`src/rtl/mult_issue_hilo_if.sv`:
```
`default_nettype none
// ============================================================================
//  Module      : mult_issue_hilo_if
//  Description : Bus between the HI/LO issue stage and the sequential
//                shift-add multiplier.
//                  mult_run          - one-cycle run strobe to the multiplier
//                  mult_multiplicand - operand magnitude (from rs)
//                  mult_multiplier   - operand magnitude (from rt)
//                  mult_ready        - multiplier ready level
//                  mult_product      - unsigned 2*WIDTH product
//                master = issue stage, slave = multiplier.
//  Revision    : 1.0 - initial release
// ============================================================================
interface mult_issue_hilo_if #(
  parameter int WIDTH = 32
);
  logic                 mult_run;
  logic [WIDTH-1:0]     mult_multiplicand;
  logic [WIDTH-1:0]     mult_multiplier;
  logic                 mult_ready;
  logic [2*WIDTH-1:0]   mult_product;

  modport master (
    output mult_run,
    output mult_multiplicand,
    output mult_multiplier,
    input  mult_ready,
    input  mult_product
  );

  modport slave (
    input  mult_run,
    input  mult_multiplicand,
    input  mult_multiplier,
    output mult_ready,
    output mult_product
  );
endinterface
`default_nettype wire

```
`src/rtl/mult_issue_hilo.sv`:
```
`default_nettype none
// ============================================================================
//  Module      : mult_issue_hilo
//  Description : Issue and result stage for the sequential multiplier.
//                Takes MULT/MULTU requests, hands operand magnitudes to the
//                multiplier, waits for its ready edge, sign-corrects the
//                product and writes HI/LO. Also serves MTHI/MTLO writes.
//  Ports       : clk, reset      - clock, async active-high reset
//                start           - multiply request (accepted in IDLE only)
//                is_signed       - 1 = MULT, 0 = MULTU
//                op_a, op_b      - rs / rt operands
//                mthi_we/mtlo_we - write wdata to HI/LO (IDLE only)
//                wdata           - MTHI/MTLO data
//                hi, lo          - architectural HI/LO registers
//                busy            - high whenever not IDLE (pipeline stall)
//                done            - one-cycle pulse in the HI/LO write cycle
//                mult            - multiplier bus (master side)
//  Revision    : 1.0 - initial release
// ============================================================================
module mult_issue_hilo #(
  parameter int WIDTH = 32
) (
  input  wire logic             clk,
  input  wire logic             reset,
  input  wire logic             start,
  input  wire logic             is_signed,
  input  wire logic [WIDTH-1:0] op_a,
  input  wire logic [WIDTH-1:0] op_b,
  input  wire logic             mthi_we,
  input  wire logic             mtlo_we,
  input  wire logic [WIDTH-1:0] wdata,
  output logic      [WIDTH-1:0] hi,
  output logic      [WIDTH-1:0] lo,
  output logic                  busy,
  output logic                  done,
  mult_issue_hilo_if.master     mult
);

  localparam logic [1:0] ST_IDLE  = 2'd0;
  localparam logic [1:0] ST_ISSUE = 2'd1;
  localparam logic [1:0] ST_WAIT  = 2'd2;
  localparam logic [1:0] ST_WRITE = 2'd3;

  logic [1:0]         state;
  logic [WIDTH-1:0]   multiplicand;
  logic [WIDTH-1:0]   multiplier;
  logic               neg;
  logic               ready_q;
  logic [2*WIDTH-1:0] product_q;

  logic [WIDTH-1:0]   mag_a;
  logic [WIDTH-1:0]   mag_b;
  logic               ready_rise;
  logic [2*WIDTH-1:0] product_fixed;

  // Magnitude as an unsigned WIDTH-bit value; the most negative number
  // negates onto itself, which is exactly its correct unsigned magnitude.
  function automatic logic [WIDTH-1:0] mag(input logic sgn, input logic [WIDTH-1:0] x);
    mag = (sgn && x[WIDTH-1]) ? (~x + {{(WIDTH-1){1'b0}}, 1'b1}) : x;
  endfunction

  assign mag_a = mag(is_signed, op_a);
  assign mag_b = mag(is_signed, op_b);

  // Only a low-to-high transition counts, so a ready level left over from a
  // previous operation can never complete a new one.
  assign ready_rise = mult.mult_ready && !ready_q;

  assign product_fixed = neg ? (~mult.mult_product + {{(2*WIDTH-1){1'b0}}, 1'b1})
                             : mult.mult_product;

  // Outputs decoded straight from the state register.
  assign busy                   = (state != ST_IDLE);
  assign done                   = (state == ST_WRITE);
  assign mult.mult_run          = (state == ST_ISSUE);
  assign mult.mult_multiplicand = multiplicand;
  assign mult.mult_multiplier   = multiplier;

  always_ff @(posedge clk or posedge reset) begin
    if (reset) begin
      state        <= ST_IDLE;
      hi           <= '0;
      lo           <= '0;
      multiplicand <= '0;
      multiplier   <= '0;
      neg          <= 1'b0;
      ready_q      <= 1'b0;
      product_q    <= '0;
    end else begin
      ready_q <= mult.mult_ready;
      case (state)
        ST_IDLE: begin
          if (mthi_we) hi <= wdata;
          if (mtlo_we) lo <= wdata;
          if (start) begin
            multiplicand <= mag_a;
            multiplier   <= mag_b;
            neg          <= is_signed && (op_a[WIDTH-1] ^ op_b[WIDTH-1]);
            state        <= ST_ISSUE;
          end
        end
        ST_ISSUE: begin
          state <= ST_WAIT;
        end
        ST_WAIT: begin
          if (ready_rise) begin
            product_q <= product_fixed;
            state     <= ST_WRITE;
          end
        end
        ST_WRITE: begin
          hi    <= product_q[2*WIDTH-1:WIDTH];
          lo    <= product_q[WIDTH-1:0];
          state <= ST_IDLE;
        end
        default: begin
          state <= ST_IDLE;
        end
      endcase
    end
  end

endmodule
`default_nettype wire

```
`src/flat_wrapper.sv`:
```
// flat-port wrapper written by rule: the top's interface ports become plain ports
module mult_issue_hilo_flat 
#(
  parameter int WIDTH = 32
)
  (clk, reset, start, is_signed, op_a, op_b, mthi_we, mtlo_we, wdata, hi, lo, busy, done, mult_mult_run, mult_mult_multiplicand, mult_mult_multiplier, mult_mult_ready, mult_mult_product);
  mult_issue_hilo_if #(.WIDTH(WIDTH)) mult_i ();
  input  wire logic clk;
  input  wire logic reset;
  input  wire logic start;
  input  wire logic is_signed;
  input  wire logic [WIDTH-1:0] op_a;
  input  wire logic [WIDTH-1:0] op_b;
  input  wire logic mthi_we;
  input  wire logic mtlo_we;
  input  wire logic [WIDTH-1:0] wdata;
  output logic      [WIDTH-1:0] hi;
  output logic      [WIDTH-1:0] lo;
  output logic busy;
  output logic done;
  output wire logic [$bits(mult_i.mult_run)-1:0] mult_mult_run;
  output wire logic [$bits(mult_i.mult_multiplicand)-1:0] mult_mult_multiplicand;
  output wire logic [$bits(mult_i.mult_multiplier)-1:0] mult_mult_multiplier;
  input wire logic [$bits(mult_i.mult_ready)-1:0] mult_mult_ready;
  input wire logic [$bits(mult_i.mult_product)-1:0] mult_mult_product;
  assign mult_mult_run = mult_i.mult_run;
  assign mult_mult_multiplicand = mult_i.mult_multiplicand;
  assign mult_mult_multiplier = mult_i.mult_multiplier;
  assign mult_i.mult_ready = mult_mult_ready;
  assign mult_i.mult_product = mult_mult_product;
  mult_issue_hilo #(.WIDTH(WIDTH)) u_core (.clk(clk), .reset(reset), .start(start), .is_signed(is_signed), .op_a(op_a), .op_b(op_b), .mthi_we(mthi_we), .mtlo_we(mtlo_we), .wdata(wdata), .hi(hi), .lo(lo), .busy(busy), .done(done), .mult(mult_i));
endmodule
```
`config.mk`:
```
export PLATFORM = sky130hd
export DESIGN_NAME = mult_issue_hilo_flat
export DESIGN_NICKNAME = d
export VERILOG_FILES = /design/src/rtl/mult_issue_hilo_if.sv /design/src/rtl/mult_issue_hilo.sv /design/src/flat_wrapper.sv
export SDC_FILE = /design/constraint.sdc
export NUM_CORES = 1
export LEC_CHECK = 0
export CAP_MARGIN = 25
export CELL_PAD_IN_SITES_DETAIL_PLACEMENT = 1
export CELL_PAD_IN_SITES_GLOBAL_PLACEMENT = 1
export CORE_MARGIN = 2
export CORE_UTILIZATION = 32
export DETAILED_ROUTE_END_ITERATION = 6
export PLACE_DENSITY_LB_ADDON = 0.1
export SLEW_MARGIN = 30
export SYNTH_ARGS = -nofsm -noshare
export SYNTH_HDL_FRONTEND = slang
export SYNTH_SLANG_ARGS = --single-unit
```
`constraint.sdc`:
```
create_clock -name clk -period 6.85 [get_ports clk]
set_clock_uncertainty 0.1 [all_clocks]
set_input_delay 1.37 -clock clk [delete_from_list [all_inputs] [get_ports clk]]
set_output_delay 1.37 -clock clk [all_outputs]
set_load 0.03 [all_outputs]
```
* Word level (Yosys, flattened, before mapping)
Cells that the tools add are included.
** Operators by class
- $add $sub $neg :: 3
- Eq/ne operators :: 7
- Muxes and demuxes :: 10
- Bitwise gates (word level) :: 4
- Reduce and logical (&&, ||, !) cells :: 13
** Operator list (count)
- 32-bit two-way mux :: 4
- 32-bit one-hot mux with 2 select lines :: 2
- 32-bit by 1-bit adder with 32-bit output (second input constant) :: 2
- 64-bit by 1-bit adder with 64-bit output (second input constant) :: 1
- 64-bit two-way mux :: 1
- 32-bit inverter :: 2
- 64-bit inverter :: 1
- 2-bit AND reduction :: 5
- 2-bit one-hot mux with 4 select lines :: 1
- 2-bit != test (second input constant) :: 3
- 2-bit == test (second input constant) :: 2
- 1-bit logical AND :: 4
- 2-bit two-way mux :: 2
- 2-bit nonzero test :: 2
- 2-bit by 1-bit == test with 1-bit output (second input constant) :: 1
- 2-bit logical NOT :: 1
- 2-bit by 1-bit != test with 1-bit output (second input constant) :: 1
- 1-bit logical NOT :: 1
- 1-bit XOR :: 1
** Word-level totals
- Register bits :: 196
- Bits of input ports :: 167
- Logic and storage cells :: 45

* Logic depth before layout (Yosys ltp)
- Depth after elaboration :: 4
- Depth in mapped cells :: 9

* Least setup slack after synthesis
No wires, ideal clock.
- Path kind :: in2reg
- From :: input mult_mult_product[8]
- To :: register u_core.product_q[54]
- Arrival time :: 3.220 ns
- Data required time :: 6.618 ns
- Path slack :: 3.398 ns
- Stages :: 8
- Path buffers :: 2
- Cells stage by stage :: or4_1 buf_2 nor4_4 nand4_2 buf_6 o31ai_2 xor2_1 o21ai_1
** Between the ends
- Longest elaborated chain between the ends :: 3
** RTL lines
- from (decl) :: RTL line flat_wrapper.sv:25 : input wire logic [$bits(mult_i.mult_product)-1:0] mult_mult_product;
- 64-bit inverter :: RTL line mult_issue_hilo.sv:69 : assign product_fixed = neg ? (~mult.mult_product + {{(2*WIDTH-1){1'b0}}, 1'b1})
- 64-bit by 1-bit adder with 64-bit output :: RTL line mult_issue_hilo.sv:69
- 64-bit two-way mux :: RTL line mult_issue_hilo.sv:69
- to (signal assigned) :: RTL line mult_issue_hilo.sv:107 : product_q <= product_fixed;
- to (decl) :: RTL line mult_issue_hilo.sv:49 : logic [2*WIDTH-1:0] product_q;
Every way passes these cells.
A chain may end at the register's enable or synchronous reset.

* Worst setup path in the final report
- From :: input mult_mult_product[6]
- To :: register u_core.product_q[58]
The elaborated chain is that of the path after synthesis.

==> qor.yml <==
critical_path:
  slowest_delay_ps: 690
  startpoint_type: "input pin"
  cpMaxStageDelayCell: "or4_1"
  crit_type: "input pin to flop"
  ff2ff_path_depth: 6
  reg2reg_slack_ps: 4130
  crit_fanout: 11
  worstPathRequired_ps: 7060
  cpLargestDelayFamily: "simple AND/OR/NAND/NOR gates"
  reg2reg_to: "u_core.lo[13]"
  r2r_start: "u_core.state[1]"
  path_cells: "clkdlybuf4s50_1 > or4_1 > nor4_4 > nand4_2 > o41ai_2 > xor2_1 > o21ai_1"
  crit_buf_inv: 1
  cp_data_arrival_time_ps: 4400
  end_kind: "flop"
logic_synthesis:
  synth_edf_count: 0
  synthMuxAreaShare: 0.00290
  ys_seq_elements: 196
  ys_warn_count: 0
  synth_compound_area_frac: 0.206
  synthSimpleGateAreaFrac: 0.174
  synthTopCellsByArea: "dfrtp_1, o21ai_0, nand2_1"
  synth_common_cells: "nand2_1, dfrtp_1, o21ai_0"
  yosys.area.top_type: "dfrtp_1"
  synthArstFlopShare: 1.00
  synth_fa_ha_area_frac: 0.00846
  synth_top_family_by_area: "compound AO/OA/AOI/OAI gates"
  synth_nets: 1319
  yosysSeqAreaShare: 0.473
  synth_ff_type: "dfrtp_1"
  synth_cell_types: 52
  synthCells: 1145
  synth_top_area_frac: 0.473
  synthXorXnorAreaFrac: 0.102
  synth_area_um2: 10400
  avgSynthCellArea_um2: 9.05
  yosysMostFrequentCell: "nand2_1"
cts:
  clk_path_buf_depth: 2
  cts_sinks: 196
  cts_made_buffers: 17
  cts_setup_buffers: 0
  clk_latency_ps: 430
  h-tree-depth: 4
  root_buffer: "clkbuf_16"
  cts-hold-fix-buffers: 0
  clkTransAtPathRegs_ps: 80
  cts_resized: 0
  cts_tree: "built"
power:
  vdd_drop_max_uv: 208
  p_leak_nw: 5.75
  powerDensity_nw_per_um2: 433
grt:
  grt.total_usage: 0.204
  gr-total-overflow: 0
  antenna_found_initial: 1
  grt_pass1_vias: 9703
  grt_pass1_wl_um: 53600
  grt_max_degree: 127
final_layout:
  fill_cells: 3625
  nNetsFinal: 1577
  antennaDiodeCount: 0
  area_growth_pct: 38.3
  multi_input_area_um2: 5170
  stdcell_count: 1818
  seqCellArea_um2: 4910
  layout-drive-gt1-share: 0.0579
drt:
  drt-initial-drc-count: 402
  antenna_left: 0
  drc: 0
  vias: 9103
  routed_wl_um: 33600
  routedWlPerCell_um: 18.5
  viasPerCell: 5.01
  first_pass_iters: 4
sta:
  fin_crit_ps: 4190
  slew_headroom: 0.405
  max_freq_ghz: 0.239
  rsz0062_at_grt: "false"
  fin_crit_sh: 0.612
  tightest_slew_ps: 893
  setup_viol: 0
  finalSetupTns_ps: 0
  drv_slew: 0
  hold_violations: 0
placement:
  dp_cells: 1786
  hpwl_um: 24800
  place.gp.congestion: 0.790
  port_buffers: 297
floorplan:
  die_h_um: 184
  start_util: 0.327
  die_area_um2: 33800
  io_pins: 298
  rows: 65
  die_x_um: 184
  core_um2: 31700
run_status:
  outcome: "finished, final reports clean"
run:
  max_cap_viol_count: 0
min_path:
  worst_hold_startpoint: "u_core.lo[7]"
  hold_end: "u_core.lo[7]"
  min_path_cells: 2
  min_path_type: "flop to flop"
[area by class of cell]
type	count	area share
Multi-Input combinational cell	866	0.361
Timing Repair Buffer	306	0.212
Clock inverter	12	0.0134
Tap cell	402	0.0351
Sequential cell	196	0.343
Inverter	16	0.00472
Clock buffer	20	0.0312
[per-stage QoR]
stage          power, mW  setup WS (ps)  hold slack (ps)  instance area, um2  utilization
2_1_floorplan       3.83           39.4              350               10400            -
3_3_place_gp        5.08           2280              361               13700        0.431
3_5_place_dp        5.15           2230              369               13700        0.431
4_1_cts             6.30           2660              387               14300        0.452
5_1_grt             6.67           2570              409               14300        0.452
6_report            6.21           2660              380               14300        0.452
[cell families (layout without fill, tap and decap cells)]
logic type               after synthesis  after routing
AO/OA/AOI/OAI                        363            363
buffers and inverters                 83            354
multiplexers                           3              3
flip-flops                           196            196
adder cells (fa/ha/maj)                7              7
AND/OR/NAND/NOR                      372            372
XOR/XNOR                             121            121
[tightest hold or removal path: stages, from the launching register on]
cell and delay, ps:
dfrtp_1 340, nand2_1 50, o21ai_0 60
[routing by layer]
layer | routed length (um) | part of all wire | GRT usage | vias to the layer above
met5 | 0 | 0 | 0 | -
met4 | 334 | 0.0099 | 0.0429 | 0
met3 | 2370 | 0.071 | 0.0656 | 22
met2 | 16200 | 0.48 | 0.346 | 201
met1 | 14700 | 0.44 | 0.253 | 4401
li1 | - | - | - | 4479
[how the worst max path moves through the flow]
| stage | startpoint | to | slack (ps) | cells past startpoint |
|---|---|---|---|---|
| global route | mult_mult_product[6] | u_core.product_q[58] | 2570 | 7 |
| detailed placement | mult_mult_product[6] | u_core.product_q[58] | 2230 | 7 |
| finish | mult_mult_product[6] | u_core.product_q[58] | 2660 | 7 |
| global placement | mult_mult_product[8] | u_core.product_q[58] | 2280 | 7 |
| CTS | mult_mult_product[6] | u_core.product_q[58] | 2660 | 7 |
| floorplan | reset | u_core.hi[0] | 40 | 1 |
[placed cells by master, fill, tap and decap left out, types with 17 or more instances in the layout]
cell type / count
nand2_1: 214
a21oi_1: 81
clkdlybuf4s50_1: 297
dfrtp_1: 195
nor2b_1: 34
xor2_1: 89
clkbuf_16: 17
nor2_1: 35
xnor2_1: 32
o31ai_1: 20
o21ai_0: 185
or3_1: 17
o21ai_1: 29
[flip-flops by register name (all words and copies together), names as in the netlist]
register,flops
u_core.hi,32
u_core.lo,32
u_core.mult.mult_multiplicand,32
u_core.mult.mult_multiplier,32
u_core.neg,1
u_core.product_q,64
u_core.ready_q,1
u_core.state,2
[where the power goes]
part	switching, mW	internal [mW]
Sequential	0.312	1.70
Clock	0.491	0.632
Combinational	1.89	1.19
Total	2.69	3.52
No activity file was read; power rests on OpenSTA's default activity.
